--- src/rtl/bcd_alu_seq.sv ---
// Digit-serial 4-digit BCD add/subtract sequencer: CHECK, MSD-first CMP (subtract), LSD-first EXEC.
// Optional BCD_ALU_SEQ_SAT_EN: add overflow saturates the result to all 9s instead of wrapping.
module bcd_alu_seq #(
    parameter int DIGITS = 4
) (
    input  logic                  clk,
    input  logic                  resetn,
    input  logic                  start,
    input  logic                  clr,
    input  logic [1:0]            op,
    input  logic [4*DIGITS-1:0]   a,
    input  logic [4*DIGITS-1:0]   b,
    output logic                  busy,
    output logic                  done,
    output logic [4*DIGITS-1:0]   result,
    output logic                  neg,
    output logic                  err,
    output logic [2:0]            state_dbg
);

    // Handshake: start is a one-cycle request honoured only in IDLE; done is a one-cycle
    // pulse during which result/neg/err are valid, and they hold until the next accept.
    localparam int IW = (DIGITS > 1) ? $clog2(DIGITS) : 1;
    localparam logic [IW-1:0] LAST = IW'(DIGITS - 1);

    typedef enum logic [2:0] {
        S_IDLE  = 3'd0,
        S_CHECK = 3'd1,
        S_CMP   = 3'd2,
        S_EXEC  = 3'd3,
        S_DONE  = 3'd4
    } state_t;

    state_t              state;
    logic [4*DIGITS-1:0] op_a, op_b;
    logic [1:0]          op_q;
    logic [IW-1:0]       idx;
    logic                cy;
    logic                decided, lt;

    logic [3:0] da, db, digit;
    logic [4:0] sum, diff, sum_adj;
    logic       cout, bad, lt_next, decided_next;

    assign state_dbg = state;

    always_comb begin
        da = op_a[4*idx +: 4];
        db = op_b[4*idx +: 4];
        sum     = {1'b0, da} + {1'b0, db} + {4'b0, cy};
        sum_adj = sum - 5'd10;
        diff    = {1'b0, da} - {1'b0, db} - {4'b0, cy};
        digit = 4'd0;
        cout  = 1'b0;
        if (op_q == 2'b00) begin
            if (sum > 5'd9) begin
                digit = sum_adj[3:0];
                cout  = 1'b1;
            end else begin
                digit = sum[3:0];
            end
        end else begin
            // A negative difference wraps mod 16; adding 10 lands on the correct decimal digit.
            if (diff[4]) begin
                digit = diff[3:0] + 4'd10;
                cout  = 1'b1;
            end else begin
                digit = diff[3:0];
            end
        end
        decided_next = decided | (da != db);
        lt_next      = decided ? lt : (da < db);
        bad = op_q[1];
        for (int i = 0; i < DIGITS; i++) begin
            if (op_a[4*i +: 4] > 4'd9 || op_b[4*i +: 4] > 4'd9) bad = 1'b1;
        end
    end

    always_ff @(posedge clk) begin
        if (resetn || clr) begin
            state   <= S_IDLE;
            busy    <= 1'b0;
            done    <= 1'b0;
            result  <= '0;
            neg     <= 1'b0;
            err     <= 1'b0;
            op_a    <= '0;
            op_b    <= '0;
            op_q    <= 2'b00;
            idx     <= '0;
            cy      <= 1'b0;
            decided <= 1'b0;
            lt      <= 1'b0;
        end else begin
            case (state)
                S_IDLE: begin
                    done <= 1'b0;
                    if (start) begin
                        op_a   <= a;
                        op_b   <= b;
                        op_q   <= op;
                        result <= '0;
                        neg    <= 1'b0;
                        err    <= 1'b0;
                        busy   <= 1'b1;
                        state  <= S_CHECK;
                    end
                end
                S_CHECK: begin
                    cy      <= 1'b0;
                    decided <= 1'b0;
                    lt      <= 1'b0;
                    if (bad) begin
                        err   <= 1'b1;
                        busy  <= 1'b0;
                        done  <= 1'b1;
                        state <= S_DONE;
                    end else if (op_q == 2'b00) begin
                        idx   <= '0;
                        state <= S_EXEC;
                    end else begin
                        idx   <= LAST;
                        state <= S_CMP;
                    end
                end
                S_CMP: begin
                    decided <= decided_next;
                    lt      <= lt_next;
                    if (idx == '0) begin
                        if (lt_next) begin
                            op_a <= op_b;
                            op_b <= op_a;
                        end
                        neg   <= lt_next;
                        state <= S_EXEC;
                    end else begin
                        idx <= idx - 1'b1;
                    end
                end
                S_EXEC: begin
                    result[4*idx +: 4] <= digit;
                    cy <= cout;
                    if (idx == LAST) begin
                        if (op_q == 2'b00 && cout) begin
                            err <= 1'b1;
`ifdef BCD_ALU_SEQ_SAT_EN
                            result <= {DIGITS{4'd9}};
`else
                            result[4*idx +: 4] <= digit;
`endif
                        end
                        busy  <= 1'b0;
                        done  <= 1'b1;
                        state <= S_DONE;
                    end else begin
                        idx <= idx + 1'b1;
                    end
                end
                S_DONE: begin
                    done  <= 1'b0;
                    state <= S_IDLE;
                end
                default: state <= S_IDLE;
            endcase
        end
    end

endmodule

--- config.mk ---
export PLATFORM = sky130hd
export DESIGN_NAME = bcd_alu_seq
export DESIGN_NICKNAME = d
export VERILOG_FILES = /design/src/rtl/bcd_alu_seq.sv
export SDC_FILE = /design/constraint.sdc
export NUM_CORES = 1
export LEC_CHECK = 0
export CORE_ASPECT_RATIO = 0.8
export CORE_MARGIN = 5
export CORE_UTILIZATION = 40
export CTS_CLUSTER_DIAMETER = 200
export DETAILED_ROUTE_END_ITERATION = 10
export HOLD_SLACK_MARGIN = 0.12
export PLACE_DENSITY = 0.68
export SLEW_MARGIN = 20
export SYNTH_ARGS = -nofsm -noshare
export SYNTH_HDL_FRONTEND = slang
export SYNTH_SLANG_ARGS = --single-unit
--- constraint.sdc ---
create_clock -name clk -period 3.45 [get_ports clk]
set_input_delay 1.035 -clock clk [delete_from_list [all_inputs] [get_ports clk]]
set_output_delay 1.035 -clock clk [all_outputs]
set_load 0.05 [all_outputs]
==> metrics.md, run 1 <==
| Metric | Value |
|---|---|
| Post-synth ARST share | `0%` |
| Transition time at the pin with the least slew margin | `between 1 and 1.5 ns` |
| Cell family contributing the most delay on the critical path | `adder cells` |
| Crit path max fanout | `4` |
| CTS clk-pin slew, worst paths | `0.05 ns` |
| Final period utilization | `a little over nine tenths` |
| DIE AREA | `11400 µm²` |
| Die Span Y | `96.6 µm` |
| Number of buffers inserted by post-CTS setup repair | `0` |
| Vias in the first global route | `around 3300` |
| Max-slew headroom at the worst pin | `between 30% and 40%` |
| Primary FF master, synth | `sky130_fd_sc_hd__dfxtp_1` |
| Routed via count | `~3400` |
| Initial antenna violation count | `0` |
| CP Launch Type | `flop` |
| Beginning of the worst register-to-register path | `idx[0]$_SDFFE_PP0P_` |
| Synth-to-Final Area Change | `27.0%` |
| Number of nets produced by synthesis | `487` |
| Flop and latch count out of synthesis | `just over 60` |
| Clock latency on the worst-skew pair | `0.33 ns` |
| Ant. Diodes | `0` |
| Number of buffer and inverter stages on the critical path | `2` |
| DP Area | `4440 µm²` |
| Run status | `complete, no violations` |
| Number of DRC markers in iteration 0 | `~260` |
| Post-layout min period | `about 3.3 ns` |
| Arrival time at the worst endpoint | `around 3.5 ns` |
| HPWL after detailed placement | `~7500 µm` |
| Number of different library cells in the post-synthesis netlist | `between 40 and 50` |
| First-pass GRT wire length | `~17000 µm` |
| Chain of cells forming the critical path | `mux4_2, fa_1, fa_2, xnor2_2, inv_1, ha_1, inv_1, o22ai_4, nand2_1, o211ai_1, a31oi_2, o31ai_1` |
| Category of the worst setup path capture point | `flop` |
| Count of pins over their slew limit | `0` |
| Capture instance of the worst register-to-register path | `result[9]$_SDFFE_PP0P_` |
| Synth warnings | `0` |
| Crit path required time | `between 3 and 4 ns` |
| CORE AREA | `just over 9000 µm²` |
| Initial standard-cell utilization of the core | `between 40% and 50%` |
| Path length in cells of the critical path | `12` |
| Number of buffers between clock root and the deepest sink | `2` |
| Cell with the largest stage delay on the worst path | `sky130_fd_sc_hd__mux4_2` |
| Remaining DRCs | `0` |
| Total CTS buffers | `9` |
| Wirelength, routed | `just over 10000 µm` |
| Final core area utilization | `52.2%` |
| Average vias per placed instance | `roughly 5.8` |
| Cell count after synthesis | `426` |
| # setup viols final | `0` |
| Overflow left after global routing | `0` |
| Die Width | `between 100 and 150 µm` |
| H-tree Lvls | `3` |
| # port buffers | `60` |
| Maximum number of pins on one net before global-route repair | `35` |
| Hold Path Class | `flop to flop` |
| Number of ports placed on the die boundary | `61` |
| Worst Setup Path Type | `flop to flop` |
| Global routing usage summed across all routing layers | `~18%` |
| Root buffer cell | `sky130_fd_sc_hd__clkbuf_16` |
| Max-capacitance violation count | `0` |
| Pwr Density | `about 410 nW/µm²` |
| Share of cells above drive strength 1 | `around a tenth` |
| CTS tree | `yes` |
| Num rows | `31` |
| Final hold violations | `0` |
| Peak clock frequency supported by timing | `between 300 and 400 MHz` |
| Unrepaired setup endpoints after global routing | `false` |
| Leak Pwr | `~1.9 nW` |
| Sequential-to-total area share from yosys stat | `33.1%` |
| R2R depth | `12` |
| Setup slack on the worst flop-to-flop path | `roughly 0.17 ns` |
| Combined area of all synthesized cells | `3750 µm²` |
| Hold buffer count at CTS | `0` |
| Cell mode on critical path | `sky130_fd_sc_hd__inv_1` |
| Global placer's final weighted congestion | `around 0.9` |
| Hold Slack | `0.446 ns` |
| Antenna Nets Post-Route | `0` |
| Average wire length per cell after detail routing | `between 15 and 20 µm` |
| EDFF count, synth | `0` |
| Count of clock tree sinks | `between 60 and 70` |
| Startpoint of the most critical setup path | `idx[0]$_SDFFE_PP0P_` |
| Final Net Count | `between 500 and 600` |
| Final non-filler cell area | `roughly 4800 µm²` |
| VDD IR max | `~0.21 mV` |
| Clock tree skew after final layout | `0.00647 ns` |
| Slowest Stage Delay on Critical Path | `approximately 0.57 ns` |
| CP endpoint | `result[9]$_SDFFE_PP0P_` |
| Syn avg cell area | `~8.8 µm²` |
| Number of search-and-repair iterations in the first detailed-routing pass | `5` |
[synth_stat cells (10+ instances only)]
master / instances / area share, %
sky130_fd_sc_hd__inv_1: 21 / 2.1
sky130_fd_sc_hd__nand2_1: 31 / 3.1
sky130_fd_sc_hd__a21oi_1: 55 / 7.3
sky130_fd_sc_hd__ha_1: 19 / 6.3
sky130_fd_sc_hd__buf_2: 14 / 1.9
sky130_fd_sc_hd__o21ai_1: 14 / 1.9
sky130_fd_sc_hd__nand2b_1: 10 / 1.7
sky130_fd_sc_hd__o21ai_0: 16 / 2.1
sky130_fd_sc_hd__nor2_1: 17 / 1.7
sky130_fd_sc_hd__a211oi_1: 35 / 7.0
sky130_fd_sc_hd__dfxtp_1: 62 / 33
sky130_fd_sc_hd__mux2i_1: 35 / 9.3
[flip-flops by register name, summed over array words and instances (netlist names)]
register and flops:
op_a 16, op_b 16, result 16, state_dbg 3, idx 2, op_q 2
busy 1, cy 1, decided 1, done 1, err 1, lt 1
neg 1
[final cells by class]
class,instances,area (µm²)
fillers,847,4350
well taps,115,144
clock buffers,13,240
multi-input cells,315,2370
repair buffers,68,677
flip-flops and latches,62,1240
clock inverters,2,10.0
inverters,21,78.8
[metal layers]
layer	global-route usage, %	vias to the layer above	wire length, µm
li1	-	1658	-
met4	3.92	0	73
met2	27.6	123	4540
met3	4.77	12	662
met5	0	-	0
met1	26.0	1638	5050
[power breakdown]
part           switching [mW]  internal, mW
Clock                   0.296         0.479
Combinational           0.236         0.185
Sequential             0.0306         0.745
Total                   0.562          1.41
[kinds of logic (layout without fill, tap and decap cells)]
family / count (synthesis) / count (layout) / share of synthesized area, %
AO/OA/AOI/OAI: 144 / 144 / 23.8
XOR/XNOR: 7 / 7 / 1.64
adder cells (fa/ha/maj): 23 / 23 / 8.48
buffers and inverters: 49 / 104 / 5.67
flip-flops: 62 / 62 / 33.1
multiplexers: 43 / 43 / 14.2
AND/OR/NAND/NOR: 98 / 98 / 13.1
[through the flow]
stage | setup TNS [ns] | power [mW] | instances | worst slack [ns]
2_1_floorplan | -0.00406 | 1.05 | 426 | -0.00135
3_3_place_gp | 0 | 1.17 | 581 | 0.175
3_5_place_dp | -0.111 | 1.18 | 581 | -0.0418
4_1_cts | 0 | 1.96 | 596 | 0.0399
5_1_grt | 0 | 2.07 | 596 | 0.0106
6_report | 0 | 1.97 | 596 | 0.171
[worst min-delay path, stage by stage, from the launching register on]
cell,delay [ns]
sky130_fd_sc_hd__dfxtp_1,0.30
sky130_fd_sc_hd__nand2_1,0.05
sky130_fd_sc_hd__o21ai_1,0.05
[placed cells by master (no fill, tap or decap), types with 2 or more instances in the layout]
master,netlist,routed
sky130_fd_sc_hd__and2_1,3,3
sky130_fd_sc_hd__nand2_1,31,30
sky130_fd_sc_hd__nor2_1,17,17
sky130_fd_sc_hd__clkbuf_1,7,4
sky130_fd_sc_hd__mux2i_1,35,34
sky130_fd_sc_hd__o311ai_4,0,2
sky130_fd_sc_hd__nor3_1,4,4
sky130_fd_sc_hd__and2b_1,2,2
sky130_fd_sc_hd__nand3_1,9,9
sky130_fd_sc_hd__o31ai_1,3,3
sky130_fd_sc_hd__xnor2_1,6,5
sky130_fd_sc_hd__fa_1,4,2
sky130_fd_sc_hd__or3_1,2,2
sky130_fd_sc_hd__o21ai_0,16,16
sky130_fd_sc_hd__o21ai_1,14,13
sky130_fd_sc_hd__dfxtp_1,62,62
sky130_fd_sc_hd__nand2b_1,10,10
sky130_fd_sc_hd__nand4b_1,2,2
sky130_fd_sc_hd__a21oi_1,55,55
sky130_fd_sc_hd__inv_1,21,21
sky130_fd_sc_hd__ha_1,19,19
sky130_fd_sc_hd__clkdlybuf4s50_1,0,60
sky130_fd_sc_hd__o211ai_1,3,3
sky130_fd_sc_hd__buf_4,3,6
sky130_fd_sc_hd__nand4_1,6,6
sky130_fd_sc_hd__mux4_2,8,8
sky130_fd_sc_hd__fa_2,0,2
sky130_fd_sc_hd__clkbuf_16,0,9
sky130_fd_sc_hd__or2_2,3,3
sky130_fd_sc_hd__a211oi_1,35,35
sky130_fd_sc_hd__nor2b_1,5,5
sky130_fd_sc_hd__clkinv_2,0,2
[how the worst min path moves through the flow]
stage | endpoint | depth (start not counted) | start
2_1_floorplan | op_q[0]$_SDFFE_PP0P_ | 2 | op_q[0]$_SDFFE_PP0P_
3_3_place_gp | result[13]$_SDFFE_PP0P_ | 2 | result[13]$_SDFFE_PP0P_
3_5_place_dp | result[5]$_SDFFE_PP0P_ | 2 | result[5]$_SDFFE_PP0P_
4_1_cts | result[5]$_SDFFE_PP0P_ | 2 | result[5]$_SDFFE_PP0P_
5_1_grt | result[3]$_SDFFE_PP0P_ | 2 | result[3]$_SDFFE_PP0P_
6_report | result[5]$_SDFFE_PP0P_ | 2 | result[5]$_SDFFE_PP0P_
[timing repair]
item / 4_1_cts / 5_1_grt
endpoints found under the setup margin: 7 / 13
pin swaps: 0 / 2
cloned: 0 / 0
gates resized for setup: 2 / 10
(Power assumes the default switching activity.)
==> run 2: changes to the inputs <==
--- a/config.mk
+++ b/config.mk
@@ -11,6 +11,7 @@
 export CTS_CLUSTER_DIAMETER = 200
 export DETAILED_ROUTE_END_ITERATION = 10
 export HOLD_SLACK_MARGIN = 0.12
+export MAX_ROUTING_LAYER = met4
 export PLACE_DENSITY = 0.68
 export SLEW_MARGIN = 20
 export SYNTH_ARGS = -nofsm -noshare
==> metrics.md, run 2 (same netlist as run 1, synthesis figures left out) <==
| Metric | Value |
|---|---|
| Crit path required time | `about 3.7 ns` |
| DIE AREA | `11400 µm²` |
| H-tree Lvls | `3` |
| First-pass GRT wire length | `approximately 17000 µm` |
| Unrepaired setup endpoints after global routing | `false` |
| DP Area | `around 4400 µm²` |
| Leak Pwr | `around 1.9 nW` |
| Hold Path Cell Cnt | `2` |
| Final period utilization | `between 90% and 100%` |
| # port buffers | `60` |
| Most frequent standard cell in the layout excluding fill and tap cells | `sky130_fd_sc_hd__dfxtp_1` |
| CTS clk-pin slew, worst paths | `approximately 0.050 ns` |
| Arrival time at the worst endpoint | `~3.5 ns` |
| Count of clock tree sinks | `62` |
| CORE AREA | `~9100 µm²` |
| Average vias per placed instance | `a little under 6` |
| Clock tree skew after final layout | `a little under 0.006 ns` |
| Vias in the first global route | `roughly 3300` |
| Transition time at the pin with the least slew margin | `1.03 ns` |
| Registers with the highest flip-flop counts | `op_a: 16 flops, op_b: 16 flops, result: 16 flops` |
| Number of search-and-repair iterations in the first detailed-routing pass | `5` |
| Root buffer cell | `sky130_fd_sc_hd__clkbuf_16` |
| Synth-to-Final Area Change | `27.0%` |
| Remaining DRCs | `0` |
| Count of pins over their slew limit | `0` |
| Category of the worst setup path capture point | `flop` |
| VDD IR max | `between 0.2 and 0.25 mV` |
| Run status | `complete, no violations` |
| Average wire length per cell after detail routing | `17.4 µm` |
| Number of buffers between clock root and the deepest sink | `2` |
| Number of buffers inserted by post-CTS setup repair | `0` |
| CTS tree | `yes` |
| Final hold violations | `0` |
| Wirelength, routed | `about 10000 µm` |
| R2R depth | `12` |
| CP Launch Type | `flop` |
| Die Width | `between 100 and 150 µm` |
| Max-capacitance violation count | `0` |
| Final non-filler cell area | `between 4000 and 5000 µm²` |
| Max-slew headroom at the worst pin | `between 30% and 40%` |
| Clock latency on the worst-skew pair | `between 0.3 and 0.4 ns` |
| Global placer's final weighted congestion | `0.912` |
| Share of cells above drive strength 1 | `9.56%` |
| Maximum number of pins on one net before global-route repair | `35` |
| Initial antenna violation count | `0` |
| Antenna Nets Post-Route | `0` |
| Final Net Count | `about 540` |
| Crit path max fanout | `4` |
| Number of DRC markers in iteration 0 | `260` |
| Final core area utilization | `between 50% and 60%` |
| Most frequent cells in the layout | `62 x sky130_fd_sc_hd__dfxtp_1, 60 x sky130_fd_sc_hd__clkdlybuf4s50_1, 55 x sky130_fd_sc_hd__a21oi_1` |
| HPWL after detailed placement | `about 7500 µm` |
| Post-layout total power | `about 2.0 mW` |
| Initial standard-cell utilization of the core | `between 40% and 50%` |
| Total CTS buffers | `9` |
| Post-layout min period | `~3.3 ns` |
| Number of ports placed on the die boundary | `61` |
| Routed via count | `around 3500` |
| Die Span Y | `roughly 97 µm` |
| Worst Setup Path Type | `flop to flop` |
| Num rows | `31` |
| # setup viols final | `0` |
| Overflow left after global routing | `0` |
| Pwr Density | `between 400 and 500 nW/µm²` |
| Peak clock frequency supported by timing | `304 MHz` |
| Hold Path Class | `flop to flop` |
| Ant. Diodes | `0` |
| Global routing usage summed across all routing layers | `a little under a fifth` |
## run 2: cell counts in the layout (fill, tap and decap cells not counted)
Identical to the previous run, type by type.
## run 2: routing by layer
layer | GRT usage, % | up-vias | wire length [µm]
met3 | 4.42 | 13 | 545
met4 | 3.92 | 0 | 90
met5 | - | - | 0
li1 | - | 1657 | -
met2 | 27.7 | 114 | 4550
met1 | 26.2 | 1679 | 5170
## run 2: final cells by class
cell class	instances	area, µm²
multi-input cells	315	2370
well taps	115	144
inverters	21	78.8
fillers	847	4350
flip-flops and latches	62	1240
clock inverters	2	10.0
repair buffers	68	677
clock buffers	13	240
## run 2: what timing repair did
item	in CTS	in global routing
hold buffers	0	0
pin swaps	0	2
hold endpoints to repair	0	0
gates resized for setup	2	10
setup endpoints to repair	7	13
cloned	0	0
## run 2: worst paths after layout
path | slack [ns] | from | endpoint
worst min register to register | 0.45 | result[5]$_SDFFE_PP0P_ | result[5]$_SDFFE_PP0P_
worst max-delay path | 0.17 | idx[0]$_SDFFE_PP0P_ | result[9]$_SDFFE_PP0P_
worst min-delay path | 0.45 | result[5]$_SDFFE_PP0P_ | result[5]$_SDFFE_PP0P_
worst max register to register | 0.17 | idx[0]$_SDFFE_PP0P_ | result[9]$_SDFFE_PP0P_
## run 2: power by group
part / switching [mW] / total [mW] / internal, mW / leakage, nW
Sequential: 0.0307 / 0.775 / 0.744 / 0.504
Combinational: 0.238 / 0.423 / 0.185 / 1.25
Clock: 0.299 / 0.779 / 0.479 / 0.123
## run 2: stage by stage
stage	setup TNS, ns	hold slack (ns)	setup slack (ns)	std cells
after floorplan	-0.00406	0.444	-0.00135	426
final	0	0.447	0.165	596
after CTS	0	0.449	0.0399	596
after detailed placement	-0.111	0.443	-0.0418	581
after global placement	0	0.441	0.175	581
after global routing	0	0.473	0.0132	596
## run 2: worst max-delay path, cell delays in order, from the launching register on
cell	delay [ns]
sky130_fd_sc_hd__dfxtp_1	0.36
sky130_fd_sc_hd__mux4_2	0.57
sky130_fd_sc_hd__fa_1	0.46
sky130_fd_sc_hd__fa_2	0.38
sky130_fd_sc_hd__xnor2_2	0.15
sky130_fd_sc_hd__inv_1	0.08
sky130_fd_sc_hd__ha_1	0.18
sky130_fd_sc_hd__inv_1	0.08
sky130_fd_sc_hd__o22ai_4	0.20
sky130_fd_sc_hd__nand2_1	0.12
sky130_fd_sc_hd__o211ai_1	0.16
sky130_fd_sc_hd__a31oi_2	0.18
sky130_fd_sc_hd__o31ai_1	0.26
